==> src/rtl/lpif_ustrm_pkg.sv <==
`default_nettype none
// ============================================================================
// Module      : lpif_ustrm_pkg
// Description : Shared types and constants for the LPIF upstream receive buffer.
// Revision    : 1.0 - initial release
// ============================================================================
package lpif_ustrm_pkg;

    localparam logic [7:0] LPIF_STATE_RESET = 8'h00;

    // One buffered upstream beat; the masks are already qualified by ustrm_valid.
    typedef struct packed {
        logic [1:0]   dvalid_mask;
        logic [1:0]   crc_valid;
        logic [7:0]   crc;
        logic [3:0]   protid;
        logic [255:0] data;
    } ustrm_entry_t;

endpackage
`default_nettype wire

==> src/rtl/lpif_ustrm_state_track.sv <==
`default_nettype none
// ============================================================================
// Module      : lpif_ustrm_state_track
// Description : Tracks received LPIF state and pulses on change. Optional
//               two-sample glitch filter via LPIF_USTRM_STATE_FILTER_EN.
// Revision    : 1.0 - initial release
// ============================================================================
module lpif_ustrm_state_track
    import lpif_ustrm_pkg::*;
(
    input  logic       clk,
    input  logic       rst,
    input  logic       i_sample_en,
    input  logic [7:0] i_state,
    output logic [7:0] o_state,
    output logic       o_state_chg
);

    logic [7:0] r_state;
    logic       r_state_chg;

`ifdef LPIF_USTRM_STATE_FILTER_EN
    logic [7:0] r_cand;
    logic       r_cand_vld;

    // Commit only when the previous differing sample repeats unchanged.
    always_ff @(posedge clk) begin
        if (rst) begin
            r_state     <= LPIF_STATE_RESET;
            r_state_chg <= 1'b0;
            r_cand      <= LPIF_STATE_RESET;
            r_cand_vld  <= 1'b0;
        end else begin
            r_state_chg <= 1'b0;
            if (!i_sample_en || (i_state == r_state)) begin
                r_cand_vld <= 1'b0;
            end else if (r_cand_vld && (r_cand == i_state)) begin
                r_state     <= i_state;
                r_state_chg <= 1'b1;
                r_cand_vld  <= 1'b0;
            end else begin
                r_cand     <= i_state;
                r_cand_vld <= 1'b1;
            end
        end
    end
`else
    always_ff @(posedge clk) begin
        if (rst) begin
            r_state     <= LPIF_STATE_RESET;
            r_state_chg <= 1'b0;
        end else begin
            r_state_chg <= 1'b0;
            if (i_sample_en && (i_state != r_state)) begin
                r_state     <= i_state;
                r_state_chg <= 1'b1;
            end
        end
    end
`endif

    assign o_state     = r_state;
    assign o_state_chg = r_state_chg;

endmodule
`default_nettype wire

==> src/rtl/lpif_ustrm_rx_buffer.sv <==
`default_nettype none
// ============================================================================
// Module      : lpif_ustrm_rx_buffer
// Description : Elastic FIFO for LPIF upstream beats with valid/ready output,
//               credit return and state tracking (LPIF_USTRM_STATE_FILTER_EN).
// Revision    : 1.0 - initial release
// ============================================================================
module lpif_ustrm_rx_buffer
    import lpif_ustrm_pkg::*;
#(
    parameter int DEPTH = 8,
    parameter int AW    = $clog2(DEPTH)
) (
    input  logic         clk_wr,
    input  logic         rst_wr,
    input  logic         rx_online,
    input  logic [7:0]   ustrm_state,
    input  logic [3:0]   ustrm_protid,
    input  logic [255:0] ustrm_data,
    input  logic [1:0]   ustrm_dvalid,
    input  logic [7:0]   ustrm_crc,
    input  logic [1:0]   ustrm_crc_valid,
    input  logic [1:0]   ustrm_valid,
    output logic         flit_valid,
    input  logic         flit_ready,
    output logic [255:0] flit_data,
    output logic [3:0]   flit_protid,
    output logic [7:0]   flit_crc,
    output logic [1:0]   flit_crc_valid,
    output logic [1:0]   flit_dvalid,
    output logic [7:0]   flit_state,
    output logic         state_chg,
    output logic         credit_return,
    output logic [AW:0]  fill_level,
    output logic         overflow
);

    localparam logic [AW:0] c_depth = (AW+1)'(DEPTH);

    ustrm_entry_t r_mem [DEPTH];
    logic [AW-1:0] r_wr_ptr;
    logic [AW-1:0] r_rd_ptr;
    logic [AW:0]   r_fill;
    logic          r_overflow;
    logic          r_credit;

    ustrm_entry_t w_entry;
    ustrm_entry_t w_head;
    logic         w_push;
    logic         w_pop;
    logic         w_accept;

    assign w_push   = rx_online & |(ustrm_valid & ustrm_dvalid);
    assign w_pop    = (r_fill != '0) & flit_ready;
    assign w_accept = w_push & ((r_fill < c_depth) | w_pop);

    always_comb begin
        w_entry             = '0;
        w_entry.dvalid_mask = ustrm_valid & ustrm_dvalid;
        w_entry.crc_valid   = ustrm_crc_valid & ustrm_valid;
        w_entry.crc         = ustrm_crc;
        w_entry.protid      = ustrm_protid;
        w_entry.data        = ustrm_data;
    end

    // Storage carries no reset; contents are meaningless while empty.
    always_ff @(posedge clk_wr) begin
        if (w_accept) begin
            r_mem[r_wr_ptr] <= w_entry;
        end
    end

    always_ff @(posedge clk_wr) begin
        if (rst_wr) begin
            r_wr_ptr   <= '0;
            r_rd_ptr   <= '0;
            r_fill     <= '0;
            r_overflow <= 1'b0;
            r_credit   <= 1'b0;
        end else if (!rx_online) begin
            r_wr_ptr <= '0;
            r_rd_ptr <= '0;
            r_fill   <= '0;
            r_credit <= 1'b0;
        end else begin
            r_credit <= w_pop;
            if (w_accept) begin
                r_wr_ptr <= r_wr_ptr + 1'b1;
            end
            if (w_pop) begin
                r_rd_ptr <= r_rd_ptr + 1'b1;
            end
            if (w_accept && !w_pop) begin
                r_fill <= r_fill + 1'b1;
            end else if (w_pop && !w_accept) begin
                r_fill <= r_fill - 1'b1;
            end
            if (w_push && !w_accept) begin
                r_overflow <= 1'b1;
            end
        end
    end

    assign w_head         = r_mem[r_rd_ptr];
    assign flit_valid     = (r_fill != '0);
    assign flit_data      = w_head.data;
    assign flit_protid    = w_head.protid;
    assign flit_crc       = w_head.crc;
    assign flit_crc_valid = w_head.crc_valid;
    assign flit_dvalid    = w_head.dvalid_mask;
    assign fill_level     = r_fill;
    assign overflow       = r_overflow;
    assign credit_return  = r_credit;

    lpif_ustrm_state_track u_state_track (
        .clk         (clk_wr),
        .rst         (rst_wr),
        .i_sample_en (rx_online),
        .i_state     (ustrm_state),
        .o_state     (flit_state),
        .o_state_chg (state_chg)
    );

endmodule
`default_nettype wire

==> config.mk <==
export PLATFORM = sky130hd
export DESIGN_NAME = lpif_ustrm_rx_buffer
export DESIGN_NICKNAME = d
export VERILOG_FILES = /design/src/rtl/lpif_ustrm_pkg.sv /design/src/rtl/lpif_ustrm_state_track.sv /design/src/rtl/lpif_ustrm_rx_buffer.sv
export SDC_FILE = /design/constraint.sdc
export NUM_CORES = 2
export LEC_CHECK = 0
export ABC_CLOCK_PERIOD_IN_PS = 34200
export CORE_AREA = 2 2 567 569
export CTS_CLUSTER_DIAMETER = 80
export DETAILED_ROUTE_END_ITERATION = 8
export DIE_AREA = 0 0 569 571
export PLACE_DENSITY_LB_ADDON = 0.08
export SLEW_MARGIN = 40
export SYNTH_ARGS = -nofsm -noshare
export SYNTH_HDL_FRONTEND = slang
export SYNTH_SLANG_ARGS = --single-unit
==> constraint.sdc <==
create_clock -name clk_wr -period 34.2 [get_ports clk_wr]
set_clock_uncertainty 0.1 [all_clocks]
set_input_delay 5.13 -clock clk_wr [delete_from_list [all_inputs] [get_ports clk_wr]]
set_output_delay 5.13 -clock clk_wr [all_outputs]
set_load 0.01 [all_outputs]
# After elaboration in Yosys (flattened, before gate mapping)
# Memories as Yosys holds them, arrays and structs flattened. A register that Yosys moved wholly into a read port is not among the register bits.
# Cells that the tools add are included.
[classes]
eq_ne = 1
n_mux = 7
add_sub_neg = 4
bitwise = 7
order_cmp = 1
reduce_logical = 11
[ops]
columns = ["operator", "count"]
rows = [
  ["$mux W4", 2],
  ["$ne A8 B8 Y1", 1],
  ["$add A3 B1 Y3 const B", 2],
  ["$mux W3", 2],
  ["$add A4 B1 Y4 const B", 1],
  ["$and A2 B2 Y2", 2],
  ["$logic_and A1 B1 Y1", 4],
  ["$lt A4 B4 Y1 const B", 1],
  ["$reduce_bool A4 Y1", 1],
  ["$reduce_or A2 Y1", 2],
  ["$sub A4 B1 Y4 const B", 1],
  ["$and A1 B1 Y1", 3],
  ["$mux W1", 3],
  ["$logic_not A1 Y1", 2],
  ["$reduce_and A2 Y1", 1],
  ["$reduce_bool A2 Y1", 1],
  ["$not A1 Y1", 1],
  ["$or A1 B1 Y1", 1],
]
[totals]
ramBits = 2176
mem_count = 1
output_inout_bits = 288
register_bits = 21
[mem_list]
columns = ["memory", "words", "word_bits", "rd", "rd_ports_with_merged_regs", "write_ports", "line", "text"]
rows = [
  ["r_mem", 8, 272, 1, 1, 1, "lpif_ustrm_rx_buffer.sv:40", "ustrm_entry_t r_mem [DEPTH];"],
]

# Logic depth before layout (Yosys ltp)
[depth]
ltp_word = 8
mapped_depth = 10
ltp_nobuf = 10

# Hierarchy
# A second synthesis with hierarchy kept.
[hier_totals]
hier_cells = 3276
hier_area_um2 = 82644.3
[by_module_without_submodules]
columns = ["mod", "area_each_um2", "n_inst", "cells_each"]
rows = [
  ["lpif_ustrm_rx_buffer", 82170.1, 1, 3229],
  ["lpif_ustrm_state_track", 474.2, 1, 47],
]

# Least setup slack after synthesis
# OpenSTA, ideal clock, no wires.
[synth_timing]
path_kind = "input to register"
startpoint = "input port ustrm_dvalid[0]"
endpoint = "memory r_mem[0][0] in the netlist's numbering, enable pin"
path_slack_ns = 1.308
t_arrival_ns = 31.212
setup_ns = 1.580
t_required_ns = 32.520
path_stages = 3
path_cell_list = "a22o_1 nand3b_1 nor4_1"
[synth_between]
elab_chain_cells = 6
[synth_lines]
columns = ["element", "line", "text"]
rows = [
  ["from (decl)", "lpif_ustrm_rx_buffer.sv:20", "input logic [1:0] ustrm_dvalid,"],
  ["$and A2 B2 Y2", "lpif_ustrm_rx_buffer.sv:53", "assign w_push = rx_online & |(ustrm_valid & ustrm_dvalid);"],
  ["$reduce_or A2 Y1", "lpif_ustrm_rx_buffer.sv:53", ""],
  ["$and A1 B1 Y1", "lpif_ustrm_rx_buffer.sv:53", ""],
  ["$and A1 B1 Y1", "lpif_ustrm_rx_buffer.sv:55", "assign w_accept = w_push & ((r_fill < c_depth) | w_pop);"],
  ["$mux W1", "lpif_ustrm_rx_buffer.sv:68", "if (w_accept) begin"],
  ["$mux W1 (implied by the code)", "lpif_ustrm_rx_buffer.sv:69", "r_mem[r_wr_ptr] <= w_entry;"],
  ["to (decl)", "lpif_ustrm_rx_buffer.sv:40", ""],
]
# Every way passes these cells.

==> impl_metrics.yaml <==
grt:
  antenna_found_initial: 66
  grt_overflow: 0
  grtUsageTotal: 0.131
  grt_pass1_vias: 39900
  grt_pass1_wl_mm: 308
  grt_max_degree: 89
sta:
  finalHoldViolCount: 0
  period_share: 0.319
  final.setup.tns_ns: 0
  rsz0062_at_grt: "false"
  timing.slew.headroom: 0.447
  min_period_ns: 10.92
  fmax_mhz: 91.6
  worst_slack_ns: 23.28
  setup_viol: 0
  drv_slew: 0
  worst_pin_slew_ns: 0.829
  whs_ns: 0.395
yosys:
  synth-compound-area-share: 0.000727
  synthXorXnorAreaFrac: 0.00138
  yosys.area_share.simple: 0.00372
  muxShareOfSynthArea: 0.187
  ys_warn_count: 0
  syn-num-nets: 3567
  synth_top_area_frac: 0.791
  synth-adder-area-share: 0.000999
  synthTopCellsByArea: "edfxtp_1 79%, mux4_2 15%, mux2_2 3.7%, dfxtp_1 0.58%, clkbuf_1 0.34%"
  synth_top_area_cell: "edfxtp_1"
  synth_top_family_by_area: "multiplexers"
  synth.cell_area_um2: 82600
  synth_seq_cells: 2200
  yosysSeqAreaShare: 0.797
  synth_area_per_cell_um2: 25.2
  synth_cell_types: 33
  postSynthCellCount: 3275
job:
  cap_violations: 0
die:
  die_w_um: 569
  dieArea_um2: 325000
  initial_utilization: 0.259
  io_pins: 574
  coreArea_um2: 319000
  rows: 208
  die_y_um: 571
worst_setup_path:
  critical_path.max_fanout: 53
  critical_path_class: "register to output port"
  cp.arrival_ns: 5.69
  critPathLaunchType: "register"
  path_buf_inv: 5
  worstPathCellList: "buf_6 -> buf_6 -> buf_4 -> buf_4 -> mux4_2 -> mux2_2 -> clkdlybuf4s50_1"
  crit_family: "buffers and inverters"
  end_kind: "output port"
  crit_path_max_incr_delay_ns: 0.76
  slowest_stage: "dfxtp_4"
  crit_required_ns: 28.97
  reg2reg_slack_ns: 29.63
clock_tree:
  cts_buffer_depth: 4
  ctsHoldBuffers: 0
  clk_pin_slew_ns: 0.05
  clockRootBuffer: "clkbuf_16"
  cts.sinks: 2200
  cts_inserted_buffers: 269
  clkLatencyLatePin_ns: 0.85
  cts_tree: "built"
  htree_levels: 5
  post_cts_buffers: 0
  cts_resized: 0
power:
  ir_drop_uv: 32.2
  p_total_mw: 6.02
  p_per_area_nw_per_um2: 58.9
  internal_power_mw: 4.76
  power_frac_comb: 0.051
  seqPwrFrac: 0.497
  pwr-share-clk: 0.452
  power_leakage_nw: 30.7
  swShare: 0.211
  power_switching_mw: 1.27
routing:
  route.vias.total: 36800
  first_pass_iters: 5
  routed_wl_mm: 216
  wl_per_cell_um: 25.6
  drtIter0Drc: 2264
  ant_nets: 0
  vias_per_cell: 4.34
  drc: 0
layout:
  num-fill-cells: 30200
  final_util: 0.320
  area_delta_synth_final_pct: 23.8
  nNetsFinal: 4346
  seqCellArea_um2: 65800
  drive_above_1_share: 0.299
  multi_input_area_um2: 16000
placed_design:
  io_buffers: 573
  place.gp.congestion: 0.679
  pre_cts_ws_ns: 23.67
  place_hpwl_mm: 120
outcome:
  status: "complete, no violations"
hold_path:
  min_path_type: "register to register"
## sequential cells by signal, indices dropped and copies added, names as in the netlist, named ones only
| register | count |
|---|---|
| credit_return | 1 |
| fill_level | 4 |
| overflow | 1 |
| r_mem | 2176 |
| r_rd_ptr | 3 |
| r_wr_ptr | 3 |
| u_state_track.o_state | 8 |
| u_state_track.o_state_chg | 1 |
## area by class of cell
cell class,instances,share of cell area
antenna,13,0.000318
clock buffer,352,0.0706
clock inverter,115,0.0110
inverter,4,0.000147
timing repair buffer,664,0.0666
sequential,2200,0.643
tap,4200,0.0513
multi-input combinational,915,0.157
## synth_stat cells, drive strengths merged
cell type and number:
mux4 544, a21boi 1, inv 4, nand3 2, nand3b 1, and2 4
edfxtp 2176, nand4b 1, dfxtp 24, a31oi 1, nor2 18, o21ai 1
ha 5, nor3 4, mux2 273, mux2i 11, clkbuf 74, a22o 1
fa 1, nand2b 19, xor2 12, a21o 1, a21oi 5, nor4 3
nand2 3, xnor2 1, nor2b 1, buf 82, or3 1, or4 1
## worst min-delay path, delay by kind of cell, from the launching register on
family             cells  cell delay [ns]
DFF                    1             0.34
and+or+nand+nor        1             0.07
AOI/OAI and AO/OA      1             0.05
## through the flow
stage	std cells	cell area [um2]
3_3_place_gp	7973	93600
2_1_floorplan	3275	82600
4_1_cts	8448	102000
6_report	8463	102000
3_5_place_dp	7981	93900
5_1_grt	8453	102000
## metal layers
layer	wire length, um	GRT usage	up-vias
met5	432	0	-
met1	91000	0.167	19800
li1	-	-	15700
met2	105000	0.218	806
met4	5540	0.0369	64
met3	14200	0.0377	412
## path summary, 6_finish.rpt
check                             start                      end  depth (start not counted)
max                            register           flit_data[204]                          7
min               overflow$_SDFFE_PP0P_    overflow$_SDFFE_PP0P_                          2
max reg2reg  fill_level[3]$_SDFFE_PP0P_  r_mem[4][142]$_DFFE_PP_                          7
min reg2reg       overflow$_SDFFE_PP0P_    overflow$_SDFFE_PP0P_                          2
## cell families after synthesis
group / Yosys count
adders and majority gates: 6
xor gates and xnor gates: 13
muxes: 828
buffers and inverters: 160
and+or+nand+nor: 58
AOI/OAI and AO/OA: 10
DFF: 2200
## cell usage in the layout, fill, tap and decap left out, types with 19 or more instances in the layout
cell	n
buf_6	33
clkdlybuf4s50_1	573
dfxtp_1	21
mux4_2	544
clkbuf_1	74
clkinv_1	43
buf_4	40
nand2b_1	19
edfxtp_1	2176
mux2_2	273
clkinv_2	31
clkbuf_16	277
## power groups by stage
stage / Combinational (mW) / Sequential (mW) / Clock, mW
after global placement: 0.316 / 3.05 / 0
after global routing: 0.334 / 3.00 / 2.93
after CTS: 0.319 / 3.00 / 2.83
final: 0.307 / 3.00 / 2.72
after detailed placement: 0.318 / 3.05 / 0
after floorplan: 0.145 / 3.07 / 0
No activity file was read; power rests on OpenSTA's default activity.
